## config.mk

```make
export PLATFORM = sky130hd
export DESIGN_NAME = irq_controller
export DESIGN_NICKNAME = d
export VERILOG_FILES = /design/src/rtl/irq_controller.sv
export SDC_FILE = /design/constraint.sdc
export NUM_CORES = 1
export LEC_CHECK = 0
export CAP_MARGIN = 0
export CORE_ASPECT_RATIO = 0.75
export CORE_UTILIZATION = 35
export DETAILED_ROUTE_END_ITERATION = 8
export SLEW_MARGIN = 20
export SYNTH_ARGS = -nofsm -noshare
export SYNTH_HDL_FRONTEND = slang
export SYNTH_SLANG_ARGS = --single-unit
```

## constraint.sdc

```tcl
create_clock -name clk -period 2.65 [get_ports clk]
set_input_delay 0.265 -clock clk [delete_from_list [all_inputs] [get_ports clk]]
set_output_delay 0.265 -clock clk [all_outputs]
set_load 0.005 [all_outputs]
```

## src/rtl/irq_controller.sv

```systemverilog
// irq_controller: memory-mapped controller for up to 32 interrupt sources with edge/level
// select, mask, pending latch, fixed lowest-index priority and a request/ack handshake.
// Define IRQC_SYNC_EN to put a two-flop synchroniser on every srcIn bit.
module irq_controller #(
   parameter logic [31:0] BASE_ADDR = 32'h0000_0400,
   parameter int          N_SRC     = 32
) (
   input  logic        clk,
   input  logic        rst,
   input  logic [31:0] srcIn,
   input  logic [31:0] inputData,
   input  logic [31:0] inputAddr,
   input  logic        wrEn,
   input  logic [31:0] outputAddr,
   output logic [31:0] outputData,
   output logic [31:0] IRQ
);

   localparam logic [31:0] IMPL_MASK = 32'hFFFF_FFFF >> (32 - N_SRC);

   typedef enum logic [1:0] {
      IDLE = 2'd0,
      REQ  = 2'd1,
      GAP  = 2'd2
   } fsmState_t;

   fsmState_t   stateR, stateNext;
   logic [31:0] pendR, maskR, edgeR, prevR, activeR, irqR;
   logic [31:0] pendNext, activeNext, irqNext;
   logic [31:0] srcS, setBits, ackBits, cand, lowest, rdMux;
   logic [31:0] wrOff, rdOff;
   logic        maskWr, ackWr, edgeWr;

`ifdef IRQC_SYNC_EN
   logic [31:0] sync1R, sync2R;

   // Two-flop synchroniser for asynchronous source pins.
   always_ff @(posedge clk or negedge rst) begin
      if (!rst) begin
         sync1R <= 32'h0;
         sync2R <= 32'h0;
      end else begin
         sync1R <= srcIn;
         sync2R <= sync1R;
      end
   end

   assign srcS = sync2R & IMPL_MASK;
`else
   assign srcS = srcIn & IMPL_MASK;
`endif

   assign wrOff  = inputAddr - BASE_ADDR;
   assign rdOff  = outputAddr - BASE_ADDR;
   assign maskWr = wrEn & (wrOff == 32'd1);
   assign ackWr  = wrEn & (wrOff == 32'd2);
   assign edgeWr = wrEn & (wrOff == 32'd3);

   // Set wins over a same-cycle ACK because setBits is OR-ed in after the clear.
   assign ackBits  = ackWr ? inputData : 32'h0;
   assign setBits  = srcS & (~edgeR | ~prevR);
   assign pendNext = ((pendR & ~ackBits) | setBits) & IMPL_MASK;
   assign cand     = pendR & maskR;
   assign lowest   = cand & (~cand + 32'd1);

   // Pending, mask and edge-select registers plus the previous-source flop.
   always_ff @(posedge clk or negedge rst) begin
      if (!rst) begin
         pendR <= 32'h0;
         maskR <= 32'h0;
         edgeR <= 32'h0;
         prevR <= 32'h0;
      end else begin
         pendR <= pendNext;
         if (maskWr) maskR <= inputData & IMPL_MASK;
         if (edgeWr) edgeR <= inputData & IMPL_MASK;
         // Tracking srcIn every cycle means an EDGE change never sees a stale history.
         prevR <= srcS;
      end
   end

   // Handshake FSM next-state and registered request outputs.
   always_comb begin
      stateNext  = stateR;
      activeNext = activeR;
      irqNext    = irqR;
      case (stateR)
         IDLE: begin
            if (cand != 32'h0) begin
               stateNext  = REQ;
               activeNext = lowest;
               irqNext    = lowest;
            end else begin
               stateNext  = IDLE;
               activeNext = 32'h0;
               irqNext    = 32'h0;
            end
         end
         REQ: begin
            if ((ackBits & activeR) != 32'h0) begin
               stateNext  = GAP;
               activeNext = 32'h0;
               irqNext    = 32'h0;
            end else if (maskWr && ((inputData & activeR) == 32'h0)) begin
               stateNext  = IDLE;
               activeNext = 32'h0;
               irqNext    = 32'h0;
            end else begin
               stateNext  = REQ;
               activeNext = activeR;
               irqNext    = activeR;
            end
         end
         GAP: begin
            stateNext  = IDLE;
            activeNext = 32'h0;
            irqNext    = 32'h0;
         end
         default: begin
            stateNext  = IDLE;
            activeNext = 32'h0;
            irqNext    = 32'h0;
         end
      endcase
   end

   // FSM state, in-service source and request register.
   always_ff @(posedge clk or negedge rst) begin
      if (!rst) begin
         stateR  <= IDLE;
         activeR <= 32'h0;
         irqR    <= 32'h0;
      end else begin
         stateR  <= stateNext;
         activeR <= activeNext;
         irqR    <= irqNext;
      end
   end

   // Read mux; ACK and out-of-range addresses read as zero.
   always_comb begin
      rdMux = 32'h0;
      case (rdOff)
         32'd0:   rdMux = pendR;
         32'd1:   rdMux = maskR;
         32'd3:   rdMux = edgeR;
         32'd4:   rdMux = activeR;
         default: rdMux = 32'h0;
      endcase
   end

   // Registered read data, one cycle behind outputAddr.
   always_ff @(posedge clk or negedge rst) begin
      if (!rst) begin
         outputData <= 32'h0;
      end else begin
         outputData <= rdMux;
      end
   end

   assign IRQ = irqR;

endmodule
```

==> results.cfg, run 1 <==
[synthesis]
ys.flop_type = dfrtp_1
yosys.area_share.xor_xnor = 0.001047
ys_warn_count = 0
synth_top_area_frac = 0.5803
syn_nets = 835
synth_simple_gate_area_share = 0.1177
synthTopCellsByArea = dfrtp_1, mux2_2, mux2i_1
async_flop_share = 1.000
synth_cells = 704
synthDistinctLibCells = 42
avgSynthCellArea_um2 = 11.88
synth-seq-area-share = 0.5803
ys_ff_latch = 194
syn_area_um2 = 8366
synth_compound_area_frac = 0.1192
post-synth-top-area-cell = dfrtp_1
synth_fa_ha_area_frac = 0
synth_edf_count = 0
synth_mux_area_frac = 0.1627
synth_most_common_cell = dfrtp_1
synth_top_family_by_area = multiplexers
synth_commonest_cells = dfrtp_1, nand2_1, mux2i_1

[run_status]
status = finished clean

[cts]
postCtsSetupBuffers = 0
h-tree-depth = 4
cts_root_buf = clkbuf_16
clockBufferDepth = 2
numCtsBuffers = 17
clk_pin_slew_ns = 0.08
clock_latency_ns = 0.44
clock_sinks = 194
cts_tree = yes

[grt]
overflow = 0
grt_usage = 0.2173
antenna_found_initial = 1
grt_max_degree = 71
grt_pass1_vias = 6801
grt_pass1_wl_um = 40170

[floorplan]
fp.dieW_um = 180.5
initial_utilization = 0.3599
core_um2 = 23240
dieArea_um2 = 24530
num_io_pins = 195
die_y_um = 135.9
fp-row-count = 48

[sta]
fin_ws_ns = 0.2444
hold_viol = 0
relSlewSlack = 0.5066
finalSetupTns_ns = 0
rsz0062_at_grt = no
setup_viol = 0
maxSlewViolCount = 0
tightest_slew_ns = 0.7402
finClkSkew_ns = 0.01297
period_minus_slack_ns = 2.406
max_freq_mhz = 415.7
fin_crit_sh = 0.9078

[worst_hold_path]
hold_class = input pin to flop
min_to = prevR[29]
hold_depth = 1
hold_start = srcIn[29]

[drt]
wl_um = 25570
first_iter_violations = 537
wl_per_cell_um = 20.80
vias = 6693
ant_nets = 0
first_pass_iters = 5
via_per_inst = 5.446
drc = 0

[finish]
layout.nets = 1046
drive_above_1_share = 0.1401
areaGrowthSynthToFinish_pct = 36.36

[power]
leakage_nw = 4.919
power.total_mw = 5.920
irDropWorstVdd_v = 0.0004173
power.density_nw_per_um2 = 519.0

[critical_path]
end_kind = flop
r2r-start = pendR[8]
rr_worst_depth = 6
worstSetupStartpointType = flop
crit_type = flop to flop
rrSetupSlack_ns = 0.24
rr_endpoint = IRQ[30]
worstPathArrival_ns = 2.73
cp_max_fo = 5
required_ns = 2.98

[flow_run]
drv_cap = 0

[place]
port-buffer-count = 194
place.gp.congestion = 0.8079
dp_hpwl_um = 17920
post-place-ws_ns = -0.2856
[layer usage]
metal | vias to the layer above | share of wire | global-route usage
met4 | 0 | 0.0097 | 0.05651
li1 | 3071 | - | -
met3 | 22 | 0.052 | 0.03563
met5 | - | 0 | 0
met1 | 3390 | 0.49 | 0.3192
met2 | 210 | 0.44 | 0.3331
[cell families after synthesis]
kind of cell / after synthesis
muxes: 128
buffers and inverters: 34
DFF: 194
and+or+nand+nor: 209
AOI/OAI and AO/OA: 138
xor gates and xnor gates: 1
[worst max-delay path, stage by stage (launching register included)]
cell      delay, ns
dfrtp_1        0.42
a222oi_1       0.52
nand4_1        0.32
or2_1          0.39
nor2_1         0.19
nand2_1        0.17
o32ai_1        0.29
[cell type report]
cell class / instances / area, um^2
Antenna cell: 1 / 2.502
Clock buffer: 18 / 429.2
Clock inverter: 14 / 141.4
Fill cell: 2065 / 11840
Inverter: 3 / 11.26
Multi-Input combinational cell: 476 / 3362
Sequential cell: 194 / 4855
Tap cell: 300 / 375.4
Timing Repair Buffer: 223 / 2231
[how the worst max path moves through the flow]
stage / startpoint / to / slack (ns) / cells after the start
4_1_cts: inputAddr[11] / pendR[12] / 0.16 / 9
6_report: pendR[8] / IRQ[30] / 0.24 / 6
5_1_grt: inputAddr[11] / pendR[12] / 0.02 / 9
3_3_place_gp: inputAddr[14] / pendR[12] / -0.24 / 9
2_1_floorplan: inputAddr[14] / maskR[11] / 0.57 / 6
3_5_place_dp: inputAddr[11] / pendR[15] / -0.29 / 9
[where the power goes]
part / switching [mW] / internal (mW) / leakage [nW] / total [mW]
Clock: 1.20 / 1.33 / 0.273 / 2.53
Combinational: 0.185 / 0.217 / 2.35 / 0.402
Sequential: 0.00657 / 2.98 / 2.30 / 2.99
Total: 1.39 / 4.53 / 4.92 / 5.92
[cells in the final DEF, fill, tap and decap left out, types with 13 or more instances in the layout]
| master | n |
|---|---|
| a22o_1 | 32 |
| nand2_1 | 125 |
| o22ai_1 | 51 |
| buf_4 | 22 |
| clkbuf_16 | 17 |
| clkdlybuf4s50_1 | 191 |
| nand3_1 | 13 |
| nor4_1 | 13 |
| a22oi_1 | 22 |
| mux2i_1 | 64 |
| dfrtp_1 | 194 |
| nand4_1 | 25 |
| mux2_2 | 61 |
[state kept, by name (all words and copies together), names as in the netlist]
register	count
maskR	32
stateR	2
outputData	32
prevR	32
IRQ	32
edgeR	32
pendR	32
[repair_timing]
| action | 4_1_cts | 5_1_grt |
|---|---|---|
| gates resized for setup | 0 | 1 |
| hold buffers | 1 | 0 |
| hold endpoints to repair | 66 | 0 |
| endpoints found under the setup margin | 0 | 32 |
[metrics by stage]
stage | hold slack [ns] | utilization | instances | cell area, um^2
after global placement | 0.3380 | 0.4657 | 1195 | 10820
after global routing | 0.2880 | 0.4908 | 1229 | 11410
after floorplan | -0.03059 | - | 704 | 8366
final | 0.2934 | 0.4908 | 1229 | 11410
after detailed placement | 0.3371 | 0.4657 | 1195 | 10820
after CTS | 0.2779 | 0.4906 | 1228 | 11400
(Power assumes the default switching activity.)
==> run 2: changes to the inputs <==
--- a/config.mk
+++ b/config.mk
@@ -7,7 +7,7 @@
 export LEC_CHECK = 0
 export CAP_MARGIN = 0
 export CORE_ASPECT_RATIO = 0.75
-export CORE_UTILIZATION = 35
+export CORE_UTILIZATION = 30
 export DETAILED_ROUTE_END_ITERATION = 8
 export SLEW_MARGIN = 20
 export SYNTH_ARGS = -nofsm -noshare
==> run 2 against run 1 <==
Against the previous run: count of clock-buffer cells in the layout grew 1; sequential cell count is the same; die area grew 16%; global-route usage shrank 2.9 points; sequential share of layout area shrank 0.48 points; worst hold slack lost 0.0010 ns; clock power grew 4%; total power grew 1.8%; critical path depth is the same; utilization shrank 6.7 points; final cell count grew 4.4%; routed wire length grew 2.5%.
==> results.cfg, run 2 (synthesis results as in run 1) <==
[finish]
areaGrowthSynthToFinish_pct = 37.91
finish.utilization = 0.4242
layout_common_cells = dfrtp_1, clkdlybuf4s50_1, nand2_1
layout.nets = 1051
num-fill-cells = 2582
final_common_cell = dfrtp_1
drive_above_1_share = 0.1427
antenna_cells = 0
stdcell_count = 1283

[cts]
post_cts_resized = 0
clk_pin_slew_ns = 0.07
clockBufferDepth = 2
clock_latency_ns = 0.44
postCtsSetupBuffers = 0
clock_sinks = 194
h-tree-depth = 4
numCtsBuffers = 17
cts_root_buf = clkbuf_16
cts_tree = yes

[sta]
finClkSkew_ns = 0.01304
hold_viol = 0
max_freq_mhz = 421.3
maxSlewViolCount = 0
period_minus_slack_ns = 2.374
tightest_slew_ns = 0.6723
relSlewSlack = 0.5518
rsz0062_at_grt = no
fin_crit_sh = 0.8957
finalSetupTns_ns = 0
setup_viol = 0

[run_status]
status = finished clean

[floorplan]
fp.dieW_um = 194.8
dieArea_um2 = 28560
core_um2 = 27200
initial_utilization = 0.3076
die_y_um = 146.6
fp-row-count = 52
num_io_pins = 195

[place]
port-buffer-count = 194
dp.cells = 1251
place.gp.congestion = 0.8294
dp_hpwl_um = 18720

[drt]
first_iter_violations = 430
first_pass_iters = 6
via_per_inst = 5.278
drc = 0
wl_per_cell_um = 20.42
vias = 6772
wl_um = 26200
ant_nets = 0
dr_wl_met2_um = 11700
met3WireLength_um = 1530
maxUsedRoutingLayer = met4
wl_met1_um = 12530

[grt]
grt_pass1_wl_um = 40980
grt_pass1_vias = 6740
grt_usage = 0.1882
overflow = 0
grt_max_degree = 79
antenna_found_initial = 1

[power]
power.density_nw_per_um2 = 522.6
leakage_nw = 4.950
irDropWorstVdd_v = 0.0004540

[flow_run]
drv_cap = 0

[worst_hold_path]
hold_class = input pin to flop

[critical_path]
cp_max_fo = 5
crit_type = flop to flop
required_ns = 2.99
worstSetupStartpointType = flop
worstPathArrival_ns = 2.72
end_kind = flop
-- run 2: cell types whose count changed in the layout (fill, tap and decap cells not counted), sizes merged --
| cell | before | now |
|---|---|---|
| bufinv | 1 | 3 |
| buf | 30 | 35 |
| clkinv | 2 | 4 |
| inv | 11 | 5 |
| diode | 1 | 0 |
| clkbuf | 19 | 20 |
-- run 2: layout make-up --
| type | count | area (um^2) | share of cell area |
|---|---|---|---|
| Sequential cell | 194 | 4855 | 0.4208 |
| Tap cell | 351 | 439.2 | 0.03807 |
| Clock inverter | 12 | 157.7 | 0.01366 |
| Inverter | 3 | 11.26 | 0.0009760 |
| Clock buffer | 19 | 432.9 | 0.03752 |
| Multi-Input combinational cell | 476 | 3361 | 0.2913 |
| Timing Repair Buffer | 228 | 2281 | 0.1977 |
-- run 2: layer usage --
metal  vias to the layer above  GRT usage
met2                       240     0.2842
li1                       3086          -
met5                         -          0
met3                        37    0.04089
met4                         0    0.05118
met1                      3409     0.2713
-- run 2: report_power, final --
| group | switching (mW) | total (mW) | internal (mW) |
|---|---|---|---|
| sequential | 0.00677 | 2.99 | 2.98 |
| clock | 1.15 | 2.63 | 1.49 |
| combinational | 0.187 | 0.406 | 0.219 |
| total | 1.34 | 6.03 | 4.69 |
-- run 2: worst max-delay path, cell delays in order (launching register included) --
cell	delay (ns)
dfrtp_1	0.44
a222oi_1	0.49
nand4_1	0.34
or2_1	0.39
nor2_1	0.20
nand2_1	0.18
o32ai_1	0.25
-- run 2: worst paths after layout --
path / startpoint / to / cells after the start / slack (ns)
max in group asynchronous: rst / edgeR[17] / 3 / 1.50
setup reg to reg: maskR[1] / IRQ[30] / 6 / 0.28
setup / recovery: maskR[1] / IRQ[30] / 6 / 0.28
min in group asynchronous: rst / outputData[0] / 2 / 0.45
hold / removal: srcIn[13] / prevR[13] / 1 / 0.29
hold reg to reg: stateR[1] / stateR[0] / 1 / 0.49
-- run 2: metrics by stage --
step                      area [um^2]  worst slack [ns]  power [mW]  hold slack [ns]
after floorplan                  8366            0.5658       3.115         -0.03059
after global placement          10940          -0.02873       3.452           0.3515
after detailed placement        10940          -0.05589       3.453           0.3575
after CTS                       11540            0.2938       6.093           0.2709
after global routing            11540            0.1054       6.247           0.2738
final                           11540            0.2764       6.029           0.2924
-- run 2: what timing repair did --
| item | 4_1_cts | 5_1_grt |
|---|---|---|
| endpoints found under the setup margin | 0 | 0 |
| hold buffers | 1 | 0 |
| hold endpoints to repair | 74 | 0 |
==> run 3: changes to the inputs <==
--- a/config.mk
+++ b/config.mk
@@ -9,6 +9,7 @@
 export CORE_ASPECT_RATIO = 0.75
 export CORE_UTILIZATION = 30
 export DETAILED_ROUTE_END_ITERATION = 8
+export MAX_ROUTING_LAYER = met4
 export SLEW_MARGIN = 20
 export SYNTH_ARGS = -nofsm -noshare
 export SYNTH_HDL_FRONTEND = slang
==> run 3 against run 2 <==
Against the previous run: utilization about the same; count of clock-buffer cells in the layout did not move; final area hardly changed; sequential share of layout area is essentially flat; sequential power is essentially flat; via count decreased by 0.58%; worst hold slack better by 0.0030 ns; critical endpoint unchanged; largest cell class unchanged; largest power group unchanged; highest routed layer unchanged.
==> results.cfg, run 3 (synthesis results as in run 1) <==
[floorplan]
dieArea_um2 = 28560
fp.dieW_um = 194.8
initial_utilization = 0.3076
num_io_pins = 195
die_y_um = 146.6
core_um2 = 27200
fp-row-count = 52

[power]
power_frac_comb = 0.067
power.density_nw_per_um2 = 521.8
irDropWorstVdd_v = 0.0004480
seqPwrFrac = 0.497
intPower_mw = 4.688
power_frac_clock = 0.436
p_switching_mw = 1.333
netSwitchingFraction = 0.2214
leakage_nw = 4.950
power.total_mw = 6.022

[finish]
fin_area_um2 = 11540
areaGrowthSynthToFinish_pct = 37.94
regArea_um2 = 4855
multiInputGateArea_um2 = 3361
finish.utilization = 0.4243
num-fill-cells = 2584
layout.nets = 1051
final_common_cell = dfrtp_1
stdcell_count = 1284
layout_common_cells = dfrtp_1, clkdlybuf4s50_1, nand2_1
drive_above_1_share = 0.1427

[drt]
drc = 0
vias = 6733
wl_um = 26130
wl_per_cell_um = 20.35
first_iter_violations = 450
ant_nets = 0
first_pass_iters = 6
via_per_inst = 5.244

[cts]
h-tree-depth = 4
numCtsBuffers = 17
postCtsSetupBuffers = 0
cts_tree = yes
clk_pin_slew_ns = 0.07
clockBufferDepth = 2
holdBufCountCts = 1
post_cts_resized = 0
cts_root_buf = clkbuf_16
clock_latency_ns = 0.44
clock_sinks = 194

[sta]
relSlewSlack = 0.5577
maxSlewViolCount = 0
hold_viol = 0
finClkSkew_ns = 0.01489
finalSetupTns_ns = 0
rsz0062_at_grt = no
max_freq_mhz = 425.3
fin_crit_sh = 0.8872
setup_viol = 0
tightest_slew_ns = 0.6635
period_minus_slack_ns = 2.351

[critical_path]
required_ns = 2.99
max_stage_delay_ns = 0.48
worstSetupStartpointType = flop
worstPathArrival_ns = 2.69
crit_buf_inv = 0
cp_max_fo = 5
crit_slowest_cell = a222oi_1
crit_family = simple AND/OR/NAND/NOR gates
path_cells = a222oi_1 -> nand4_1 -> or2_1 -> nor2_1 -> nand2_1 -> o32ai_1
crit_type = flop to flop
end_kind = flop

[place]
place.gp.congestion = 0.8420
port-buffer-count = 194
dp_hpwl_um = 18720
dp.cells = 1251
placed_area_um2 = 10940

[worst_hold_path]
hold_class = input pin to flop

[flow_run]
drv_cap = 0

[grt]
grt_max_degree = 79
grt_usage = 0.1938
grt_pass1_wl_um = 40940
overflow = 0
grt_pass1_vias = 6754
antenna_found_initial = 1

[run_status]
status = finished clean
-- run 3: worst paths after layout --
check / startpoint / end / slack, ns / cells past startpoint
worst max-delay path: maskR[1] / IRQ[30] / 0.30 / 6
worst min-delay path: srcIn[13] / prevR[13] / 0.30 / 1
worst max register to register: maskR[1] / IRQ[30] / 0.30 / 6
worst min register to register: stateR[1] / stateR[0] / 0.50 / 1
max in group asynchronous: rst / edgeR[17] / 1.51 / 3
min in group asynchronous: rst / outputData[0] / 0.44 / 2
-- run 3: layout make-up --
| type | instances | share of cell area |
|---|---|---|
| multi-input cells | 476 | 0.2912 |
| well taps | 351 | 0.03806 |
| flip-flops and latches | 194 | 0.4207 |
| repair buffers | 228 | 0.1977 |
| inverters | 3 | 0.0009758 |
| clock inverters | 12 | 0.01366 |
| diodes | 1 | 0.0002168 |
| clock buffers | 19 | 0.03751 |
-- run 3: worst reg2reg max path: cells and delay by family (launching register included) --
| family | cells | cell delay, ns |
|---|---|---|
| simple gates | 4 | 1.09 |
| flops | 1 | 0.44 |
| compound gates | 2 | 0.73 |
-- run 3: stage by stage --
| stage | setup slack [ns] | hold slack, ns |
|---|---|---|
| finish | 0.2989 | 0.2953 |
| floorplan | 0.5658 | -0.03059 |
| global route | 0.1058 | 0.2738 |
| global placement | -0.02873 | 0.3515 |
| CTS | 0.2938 | 0.2709 |
| detailed placement | -0.05589 | 0.3575 |
-- run 3: per-layer routing --
metal | vias up | part of all wire | global-route usage
li1 | 3084 | - | -
met1 | 3410 | 0.48 | 0.2707
met2 | 212 | 0.45 | 0.2853
met3 | 27 | 0.051 | 0.03950
met4 | 0 | 0.015 | 0.05118
met5 | - | 0 | -
-- run 3: power by group through the flow --
| stage | registers, mW | clock network [mW] | logic, mW |
|---|---|---|---|
| after floorplan | 3.05 | 0 | 0.0683 |
| after global placement | 3.05 | 0 | 0.405 |
| after detailed placement | 3.05 | 0 | 0.406 |
| after CTS | 2.99 | 2.69 | 0.409 |
| after global routing | 2.99 | 2.82 | 0.435 |
| final | 2.99 | 2.63 | 0.405 |
